$ cat config.mk
export PLATFORM = sky130hd
export DESIGN_NAME = lcd_ctrl_flat
export DESIGN_NICKNAME = d
export VERILOG_FILES = /design/src/rtl/lcd_ctrl_if.sv /design/src/rtl/lcd_ctrl.sv /design/src/flat_wrapper.sv
export SDC_FILE = /design/constraint.sdc
export NUM_CORES = 1
export LEC_CHECK = 0
export BUFFER_PORTS_ARGS = -buffer_cell sky130_fd_sc_hd__buf_2
export CAP_MARGIN = 20
export CORE_ASPECT_RATIO = 0.5
export CORE_MARGIN = 4
export CORE_UTILIZATION = 56
export DETAILED_ROUTE_END_ITERATION = 12
export HOLD_SLACK_MARGIN = 0.12
export PLACE_DENSITY_LB_ADDON = 0.15
export RECOVER_POWER = 50
export SYNTH_ARGS = -nofsm -noshare
export SYNTH_HDL_FRONTEND = slang
export SYNTH_SLANG_ARGS = --single-unit
export TNS_END_PERCENT = 50
$ cat constraint.sdc
create_clock -name clk_i -period 3.2 [get_ports clk_i]
set_clock_uncertainty 0.1 [all_clocks]
set_input_delay 0 -clock clk_i [delete_from_list [all_inputs] [get_ports clk_i]]
set_output_delay 0 -clock clk_i [all_outputs]
set_load 0.01 [all_outputs]
$ cat src/rtl/lcd_ctrl_if.sv
// CPU-side store/status port of the LCD write controller.
interface lcd_ctrl_if;
  logic        wr_i;
  logic [31:0] wr_data_i;
  logic [31:0] status_o;

  modport master (output wr_i, output wr_data_i, input  status_o);
  modport slave  (input  wr_i, input  wr_data_i, output status_o);
endinterface

$ cat src/rtl/lcd_ctrl.sv
// HD44780-class LCD write controller: command FIFO replayed onto the pins with setup/EN/hold/exec timing.
// Optional power-up init sequence enabled with `define LCD_INIT_EN.
module lcd_ctrl #(
  parameter int DEPTH       = 4,
  parameter int T_SETUP_CYC = 4,
  parameter int T_EN_CYC    = 25,
  parameter int T_HOLD_CYC  = 2,
  parameter int T_EXEC_CYC  = 1850,
  parameter int T_LONG_CYC  = 76000,
  parameter int T_PWRUP_CYC = 2000000
) (
  input  logic       clk_i,
  input  logic       rst_ni,
  lcd_ctrl_if.slave  bus,
  output logic       lcd_on_o,
  output logic       lcd_rs_o,
  output logic       lcd_rw_o,
  output logic       lcd_en_o,
  output logic [7:0] lcd_data_o
);

  localparam int           AW       = $clog2(DEPTH);
  localparam logic [AW:0]  FULL_CNT = (AW+1)'(DEPTH);

  typedef enum logic [2:0] {
    S_IDLE, S_SETUP, S_PULSE, S_HOLD, S_EXEC
`ifdef LCD_INIT_EN
    , S_PWRUP
`endif
  } state_t;

  typedef struct packed {
    logic       rs;
    logic [7:0] data;
  } cmd_t;

  state_t        r_state, w_state_nxt;
  logic [31:0]   r_cnt, w_cnt_nxt;
  cmd_t          r_mem [DEPTH];
  logic [AW-1:0] r_wptr, r_rptr;
  logic [AW:0]   r_count;
  logic          r_ovf, r_on, r_rs;
  logic [7:0]    r_data;
  logic [31:0]   r_status;

  logic          w_cmd_wr, w_full, w_push, w_pop, w_drop, w_busy, w_long, w_ld;
  cmd_t          w_ld_cmd, w_wr_cmd;
  logic          w_unused_wr_bits;

`ifdef LCD_INIT_EN
  logic          r_init, w_init_nxt;
  logic [1:0]    r_idx, w_idx_nxt;

  function automatic logic [7:0] init_cmd(input logic [1:0] idx);
    case (idx)
      2'd0:    init_cmd = 8'h38;
      2'd1:    init_cmd = 8'h0C;
      2'd2:    init_cmd = 8'h01;
      default: init_cmd = 8'h06;
    endcase
  endfunction
`endif

  assign w_unused_wr_bits = ^{bus.wr_data_i[29:10], bus.wr_data_i[8]};

  assign w_wr_cmd = '{rs: bus.wr_data_i[9], data: bus.wr_data_i[7:0]};
  assign w_cmd_wr = bus.wr_i & ~bus.wr_data_i[30];
  assign w_full   = (r_count == FULL_CNT);
  // A full queue still accepts a push when the head leaves in the same cycle.
  assign w_push   = w_cmd_wr & (~w_full | w_pop);
  assign w_drop   = w_cmd_wr & w_full & ~w_pop;
  assign w_busy   = (r_state != S_IDLE) | (r_count != '0);
  // Only 0x01 (clear display) takes the long execution wait.
  assign w_long   = ~r_rs & (r_data[7:1] == 7'd0) & (r_data != 8'd0);

  always_comb begin
    w_state_nxt = r_state;
    w_cnt_nxt   = (r_cnt == '0) ? '0 : r_cnt - 32'd1;
    w_pop       = 1'b0;
    w_ld        = 1'b0;
    w_ld_cmd    = r_mem[r_rptr];
`ifdef LCD_INIT_EN
    w_init_nxt  = r_init;
    w_idx_nxt   = r_idx;
`endif
    unique case (r_state)
      S_IDLE: if (r_count != '0) begin
        w_pop       = 1'b1;
        w_ld        = 1'b1;
        w_state_nxt = S_SETUP;
        w_cnt_nxt   = 32'(T_SETUP_CYC - 1);
      end
      S_SETUP: if (r_cnt == '0) begin
        w_state_nxt = S_PULSE;
        w_cnt_nxt   = 32'(T_EN_CYC - 1);
      end
      S_PULSE: if (r_cnt == '0) begin
        w_state_nxt = S_HOLD;
        w_cnt_nxt   = 32'(T_HOLD_CYC - 1);
      end
      S_HOLD: if (r_cnt == '0) begin
        w_state_nxt = S_EXEC;
        w_cnt_nxt   = w_long ? 32'(T_LONG_CYC - 1) : 32'(T_EXEC_CYC - 1);
      end
      S_EXEC: if (r_cnt == '0) begin
`ifdef LCD_INIT_EN
        if (r_init && r_idx != 2'd3) begin
          w_idx_nxt   = r_idx + 2'd1;
          w_ld        = 1'b1;
          w_ld_cmd    = '{rs: 1'b0, data: init_cmd(r_idx + 2'd1)};
          w_state_nxt = S_SETUP;
          w_cnt_nxt   = 32'(T_SETUP_CYC - 1);
        end else begin
          w_init_nxt  = 1'b0;
          w_state_nxt = S_IDLE;
        end
`else
        w_state_nxt = S_IDLE;
`endif
      end
`ifdef LCD_INIT_EN
      S_PWRUP: if (r_cnt == '0) begin
        w_ld        = 1'b1;
        w_ld_cmd    = '{rs: 1'b0, data: init_cmd(2'd0)};
        w_state_nxt = S_SETUP;
        w_cnt_nxt   = 32'(T_SETUP_CYC - 1);
      end
`endif
      default: w_state_nxt = S_IDLE;
    endcase
  end

  always_ff @(posedge clk_i or negedge rst_ni) begin
    if (!rst_ni) begin
`ifdef LCD_INIT_EN
      r_state <= S_PWRUP;
      r_cnt   <= 32'(T_PWRUP_CYC - 1);
      r_init  <= 1'b1;
      r_idx   <= 2'd0;
`else
      r_state <= S_IDLE;
      r_cnt   <= '0;
`endif
      r_wptr   <= '0;
      r_rptr   <= '0;
      r_count  <= '0;
      r_ovf    <= 1'b0;
      r_on     <= 1'b0;
      r_rs     <= 1'b0;
      r_data   <= 8'd0;
      r_status <= '0;
    end else begin
      r_state <= w_state_nxt;
      r_cnt   <= w_cnt_nxt;
`ifdef LCD_INIT_EN
      r_init  <= w_init_nxt;
      r_idx   <= w_idx_nxt;
`endif
      if (bus.wr_i) r_on <= bus.wr_data_i[31];
      if (bus.wr_i && bus.wr_data_i[30]) r_ovf <= 1'b0;
      else if (w_drop)                   r_ovf <= 1'b1;
      if (w_push) r_wptr <= r_wptr + 1'b1;
      if (w_pop)  r_rptr <= r_rptr + 1'b1;
      case ({w_push, w_pop})
        2'b10:   r_count <= r_count + 1'b1;
        2'b01:   r_count <= r_count - 1'b1;
        default: r_count <= r_count;
      endcase
      if (w_ld) begin
        r_rs   <= w_ld_cmd.rs;
        r_data <= w_ld_cmd.data;
      end
      // Count field is 4 bits wide; at DEPTH=16 a full queue reads 0 there, full bit still set.
      r_status <= {24'd0, 4'(r_count), 1'b0, r_ovf, w_full, w_busy};
    end
  end

  always_ff @(posedge clk_i) begin
    if (w_push) r_mem[r_wptr] <= w_wr_cmd;
  end

  assign bus.status_o = r_status;
  assign lcd_on_o     = r_on;
  assign lcd_rs_o     = r_rs;
  assign lcd_rw_o     = 1'b0;
  assign lcd_en_o     = (r_state == S_PULSE);
  assign lcd_data_o   = r_data;

endmodule

$ cat src/flat_wrapper.sv
// flat-port wrapper written by rule: the top's interface ports become plain ports
module lcd_ctrl_flat 
#(
  parameter int DEPTH       = 4,
  parameter int T_SETUP_CYC = 4,
  parameter int T_EN_CYC    = 25,
  parameter int T_HOLD_CYC  = 2,
  parameter int T_EXEC_CYC  = 1850,
  parameter int T_LONG_CYC  = 76000,
  parameter int T_PWRUP_CYC = 2000000
)
  (clk_i, rst_ni, lcd_on_o, lcd_rs_o, lcd_rw_o, lcd_en_o, lcd_data_o, bus_wr_i, bus_wr_data_i, bus_status_o);
  lcd_ctrl_if bus_i ();
  input  logic clk_i;
  input  logic rst_ni;
  output logic lcd_on_o;
  output logic lcd_rs_o;
  output logic lcd_rw_o;
  output logic lcd_en_o;
  output logic [7:0] lcd_data_o;
  input wire logic [$bits(bus_i.wr_i)-1:0] bus_wr_i;
  input wire logic [$bits(bus_i.wr_data_i)-1:0] bus_wr_data_i;
  output wire logic [$bits(bus_i.status_o)-1:0] bus_status_o;
  assign bus_i.wr_i = bus_wr_i;
  assign bus_i.wr_data_i = bus_wr_data_i;
  assign bus_status_o = bus_i.status_o;
  lcd_ctrl #(.DEPTH(DEPTH), .T_SETUP_CYC(T_SETUP_CYC), .T_EN_CYC(T_EN_CYC), .T_HOLD_CYC(T_HOLD_CYC), .T_EXEC_CYC(T_EXEC_CYC), .T_LONG_CYC(T_LONG_CYC), .T_PWRUP_CYC(T_PWRUP_CYC)) u_core (.clk_i(clk_i), .rst_ni(rst_ni), .bus(bus_i), .lcd_on_o(lcd_on_o), .lcd_rs_o(lcd_rs_o), .lcd_rw_o(lcd_rw_o), .lcd_en_o(lcd_en_o), .lcd_data_o(lcd_data_o));
endmodule
==> impl_metrics.tcl, run 1 <==
set metrics [dict create \
    outcome "finished clean" \
    routabilityCongestion 0.814 \
    overflow 0 \
    worstSetupPathType "flop to flop" \
    syn2layout_area_growth_pct 14.2 \
    drt_wl_total_um 8450 \
    postCtsResizedCells 0 \
    clk_pin_slew_ps 70 \
    start_util 0.592 \
    layout-drive-gt1-share 0.120 \
    antenna_found_initial 0 \
    cts_setup_buffers 0 \
    drc 0 \
    min_period_ps 2650 \
    first_iter_violations 196 \
    finalHoldViolCount 0 \
    p_leak_nw 2.12 \
    wl_per_cell_um 15.9 \
    maxCapViolCount 0 \
    grt_pass1_vias 2761 \
    design.die.area_um2 9520 \
    crit_chain "inv_1, ha_1, or4b_1, nor2_1, and4_1, mux2_1, o22ai_1" \
    slew_headroom 0.373 \
    path_delay_family "simple AND/OR/NAND/NOR gates" \
    hpwlAfterDp_um 5340 \
    startpoint_type "flop" \
    die_w_um 134 \
    max_stage_delay_ps 600 \
    setup_violations 0 \
    fillCellCount 544 \
    grt_max_degree 50 \
    hold_class "flop to flop" \
    viasPerCell 5.34 \
    ys_seq_area_frac 0.575 \
    place_area_um2 4600 \
    ys_types 51 \
    drtPass1Iterations 4 \
    h-tree-depth 3 \
    ys_ff_latch 95 \
    rsz0062_at_grt "no" \
    worst-path-buf-inv 1 \
    cts_buffers 9 \
    power.density_nw_per_um2 582 \
    clock_latency_ps 340 \
    clock-sinks 95 \
    async_flop_share 0.621 \
    path_max_fanout 7 \
    die_y_um 71.0 \
    postLayoutCellArea_um2 5080 \
    antenna_left 0 \
    vias 2841 \
    placement.io_buffers 30 \
    io_pins 79 \
    peakVddDrop_v 0.000480 \
    std_cell_rows 22 \
    synthCells 369 \
    cpMaxStageDelayCell "or4b_1" \
    maxSlewViolCount 0 \
    cts_tree "built" \
    ys.flop_type "dfrtp_1" \
    fin_hold_ws_ps 295 \
    setup-tns-final_ps 0 \
    critPathArrivalTime_ps 2810 \
    synth_area_um2 4450 \
    cts_hold_buffers 15 \
    ys.warnings.count 0 \
    cp.required_ps 3360 \
    synth-edff-count 36 \
    groute.usage.overall 0.186 \
    ctsLongestPathBuffers 2 \
    cts_root_buf "clkbuf_16" \
    fmax_mhz 378 \
    cp-end-kind "flop" \
    worstMarginPinSlew_ps 941 \
    period_share 0.827 \
    core_area_um2 7510 \
    insertedDiodeCount 0 \
    grt_pass1_wl_um 13700 \
    design.final.nets 460 \
    syn_avg_cell_area_um2 12.1 \
]
-- metal layers --
metal	part of all wire	wire length (um)	track usage
met1	0.43	3630	0.232
met2	0.50	4250	0.323
met3	0.054	453	0.0490
met4	0.013	112	0.0576
met5	0	0	0
-- worst paths after layout --
| path | slack, ps | cells past startpoint | start | endpoint |
|---|---|---|---|---|
| worst max-delay path | 550 | 7 | u_core.r_cnt[0] | u_core.r_cnt[3] |
| worst min-delay path | 290 | 0 | u_core.r_ovf | u_core.bus.status_o[2] |
| worst max register to register | 550 | 7 | u_core.r_cnt[0] | u_core.r_cnt[3] |
| worst min register to register | 290 | 0 | u_core.r_ovf | u_core.bus.status_o[2] |
| max in group asynchronous | 870 | 5 | rst_ni | u_core.r_cnt[14] |
| min in group asynchronous | 640 | 3 | rst_ni | u_core.lcd_on_o |
-- flip-flops by register name, summed over array words and instances (netlist names) --
name,cells
u_core.r_cnt,32
u_core.r_ovf,1
u_core.r_rptr,2
u_core.r_wptr,2
u_core.r_mem,36
u_core.bus.status_o,6
u_core.lcd_data_o,8
u_core.lcd_on_o,1
u_core.r_count,3
u_core.r_state,3
u_core.lcd_rs_o,1
-- metrics by stage --
step | total power, mW | instances | util | setup slack (ps)
floorplan | 1.65 | 395 | - | 754
global placement | 1.72 | 499 | 0.612 | 639
detailed placement | 1.74 | 499 | 0.612 | 597
CTS | 2.98 | 530 | 0.678 | 571
global route | 3.08 | 532 | 0.676 | 431
finish | 2.96 | 532 | 0.676 | 552
-- final cells by class --
cell class / instances / area, um2 / share of cell area
Clock buffer: 10 / 229 / 0.0451
Clock inverter: 6 / 116 / 0.0229
Inverter: 10 / 37.5 / 0.00739
Multi-Input combinational cell: 252 / 1690 / 0.333
Sequential cell: 95 / 2560 / 0.504
Tap cell: 108 / 135 / 0.0266
Timing Repair Buffer: 51 / 313 / 0.0616
-- synth_stat cells, types with 3 or more instances --
library cell,n,area share
a21oi_1,4,0.0045
and2_1,6,0.0084
buf_2,4,0.0045
buf_4,28,0.047
clkbuf_1,3,0.0025
dfrtp_1,59,0.33
edfxtp_1,36,0.24
ha_1,5,0.014
inv_1,10,0.0084
mux2i_1,8,0.018
mux4_2,9,0.046
nand2_1,43,0.036
nand3_1,3,0.0034
nand4_1,4,0.0056
nor2_1,40,0.034
nor3_1,12,0.014
nor3_2,3,0.0068
nor4_1,8,0.011
o21ai_0,8,0.0090
or2_2,3,0.0042
or3_1,6,0.0084
or4_1,4,0.0068
xnor2_1,23,0.045
xor2_1,3,0.0059
-- cell families (layout without fill, tap and decap cells) --
group / count (synthesis) / after routing / synth area share
AND/OR/NAND/NOR: 150 / 150 / 0.180
flip-flops: 95 / 95 / 0.575
buffers and inverters: 48 / 77 / 0.0669
XOR/XNOR: 26 / 26 / 0.0512
AO/OA/AOI/OAI: 23 / 23 / 0.0360
multiplexers: 20 / 20 / 0.0712
adder cells (fa/ha/maj): 6 / 6 / 0.0186
other: 1 / 27 / 0.000843
-- cells in the final DEF (no fill, tap or decap), types with 6 or more instances in the layout --
master,n
dfrtp_1,59
nand2_1,43
nor2_1,40
edfxtp_1,36
conb_1,27
clkbuf_1,27
xnor2_1,23
dlygate4sd3_1,16
nor3_1,12
inv_1,10
mux4_2,9
clkbuf_16,9
nor4_1,8
o21ai_0,8
mux2i_1,8
and2_1,6
or3_1,6
-- where the power goes --
group / leakage, nW / switching (mW) / internal [mW] / total (mW)
combinational: 0.883 / 0.178 / 0.117 / 0.295
sequential: 1.07 / 0.0574 / 1.38 / 1.44
clock: 0.168 / 0.450 / 0.771 / 1.22
total: 2.12 / 0.685 / 2.27 / 2.96
No activity file was read; power rests on OpenSTA's default activity.
==> run 2: changes to the inputs <==
- ABC_AREA: not set -> 1
- CORE_UTILIZATION: 56 -> 51
- clock period: 3.2 -> 2.38 ns (I/O delays scaled with it)
==> impl_metrics.tcl, run 2 <==
set metrics [dict create \
    outcome "finished clean" \
    groute.usage.overall 0.179 \
    synth_compound_gate_area_share 0.0777 \
    synth_area_um2 4800 \
    reg2reg_to "u_core.r_count[2]" \
    synthTopCellsByArea "dfrtp_1 31%, edfxtp_1 23%, nor2_1 8.2%, nand2_1 7.0%, buf_4 4.2%" \
    ys_ff_latch 95 \
    multi_input_area_um2 1880 \
    io_pins 79 \
    switching_share 0.264 \
    critPathArrivalTime_ps 2170 \
    postCtsResizedCells 0 \
    fmax_mhz 494 \
    placement.io_buffers 30 \
    layout-drive-gt1-share 0.109 \
    period_share 0.850 \
    drtPass1Iterations 5 \
    clock_latency_ps 350 \
    ys.flop_type "dfrtp_1" \
    start_util 0.538 \
    utilization 0.607 \
    std_cell_rows 24 \
    startpoint "u_core.r_state[0]" \
    peakVddDrop_v 0.000485 \
    setup-tns-final_ps 0 \
    cts_tree "built" \
    viasPerCell 4.87 \
    synth_adder_area_share 0.0172 \
    reg2regPathDepth 11 \
    layout_commonest_cell "nor2_1" \
    synth_most_common_cell "nor2_1" \
    ys_seq_area_frac 0.533 \
    regMostFlops "u_core.r_mem" \
    drc 0 \
    finalHoldViolCount 0 \
    largest_reg_flops 36 \
    muxShareOfSynthArea 0 \
    design.die.area_um2 11100 \
    ys_types 36 \
    clkPwrFrac 0.364 \
    startpoint_type "flop" \
    cts_root_buf "clkbuf_16" \
    p_leak_nw 2.56 \
    layout_common_cells "105 x nor2_1, 89 x nand2_1, 59 x dfrtp_1, 52 x inv_1" \
    design.final.nets 631 \
    grt_pass1_vias 3371 \
    slew_headroom 0.0310 \
    maxSlewViolCount 0 \
    syn_avg_cell_area_um2 9.00 \
    worstSetupPathType "flop to flop" \
    fillCellCount 769 \
    synth_top_area_share 0.308 \
    synthCells 533 \
    clock-sinks 95 \
    synth_top_family_by_area "simple AND/OR/NAND/NOR gates" \
    die_y_um 76.6 \
    hold_class "flop to flop" \
    timing.rr.start "u_core.r_state[0]" \
    p_seq_frac 0.523 \
    rsz0062_at_grt "no" \
    core_area_um2 8920 \
    grt_pass1_wl_um 15900 \
    cts_buffers 9 \
    hpwlAfterDp_um 6530 \
    endpoint "u_core.r_count[2]" \
    cp.required_ps 2530 \
    power.density_nw_per_um2 690 \
    async_flop_share 0.621 \
    ctsLongestPathBuffers 2 \
    setup_violations 0 \
    antenna_found_initial 0 \
    synthSimpleGateAreaFrac 0.247 \
    insertedDiodeCount 0 \
    routabilityCongestion 0.855 \
    vias 3465 \
    regArea_um2 2560 \
    synth_xor_area_frac 0.0292 \
    grt_max_degree 27 \
    syn2layout_area_growth_pct 12.8 \
    drt_wl_total_um 9270 \
    die_w_um 145 \
    min_period_ps 2020 \
    clk_pin_slew_ps 70 \
    p_comb_frac 0.113 \
    intPower_mw 2.75 \
    worstMarginPinSlew_ps 1450 \
    cp-end-kind "flop" \
    antenna_left 0 \
    synth-edff-count 36 \
    rrSetupSlack_ps 360 \
    wl_per_cell_um 13.0 \
    p_sw_mw 0.985 \
    synth_commonest_cells "105 x nor2_1, 89 x nand2_1, 59 x dfrtp_1" \
    ys.warnings.count 0 \
    overflow 0 \
    first_iter_violations 188 \
    yosys.area.top_type "dfrtp_1" \
    maxCapViolCount 0 \
    path_max_fanout 5 \
    h-tree-depth 3 \
]
[run 2: through the flow]
step                      setup WS (ps)  hold WS (ps)  power [mW]  cells  area (um2)
after floorplan                     466          -396        2.26    559        4890
after global placement              408         -63.1        2.39    680        5010
after detailed placement            361         -51.5        2.40    680        5010
after CTS                           351           125        3.79    712        5450
after global routing                168           305        3.91    712        5410
final                               358           287        3.73    712        5410
[run 2: kinds of logic after synthesis]
group,count (synthesis)
flops,95
compound gates,69
xor+xnor,16
other cells,1
buf+inv,90
fa+ha+maj,6
simple gates,256
[run 2: layer usage]
layer  GRT usage  vias up  wire length (um)
met5           0        -                 0
met4      0.0464        0               107
met3      0.0517       13               548
met2       0.297      107              4250
met1       0.232     1565              4370
li1            -     1780                 -
[run 2: area by class of cell]
cell class,count,area share
flip-flops and latches,95,0.473
multi-input cells,374,0.348
repair buffers,54,0.0615
clock buffers,9,0.0416
inverters,56,0.0393
well taps,117,0.0271
clock inverters,7,0.0104
[run 2: how the worst min path moves through the flow]
| stage | from | to | cells past startpoint |
|---|---|---|---|
| floorplan | rst_ni | u_core.bus.status_o[0] | 0 |
| global placement | rst_ni | u_core.lcd_data_o[1] | 1 |
| detailed placement | rst_ni | u_core.lcd_data_o[0] | 1 |
| CTS | rst_ni | u_core.lcd_data_o[0] | 2 |
| global route | u_core.r_ovf | u_core.bus.status_o[2] | 0 |
| finish | u_core.r_ovf | u_core.bus.status_o[2] | 0 |
[run 2: worst max-delay path, cell delays in order (launching register included)]
cell and delay [ps]:
dfrtp_1 410, nor2_1 220, nand2_2 150, nor2_4 220
nand2_1 130, fa_1 390, inv_1 60, nand2_1 60
nand2_1 60, nand2_1 40, nand2_1 50, inv_1 40
[run 2: timing repair]
item | CTS | global route
buffers inserted | 0 | 0
hold buffers | 16 | 0
endpoints found under the hold margin | 101 | 0
[run 2: power by group through the flow]
stage / clock (mW) / sequential (mW) / combinational (mW)
2_1_floorplan: 0 / 1.99 / 0.266
3_3_place_gp: 0 / 1.98 / 0.407
3_5_place_dp: 0 / 1.98 / 0.416
4_1_cts: 1.39 / 1.95 / 0.446
5_1_grt: 1.46 / 1.97 / 0.481
6_report: 1.36 / 1.95 / 0.422
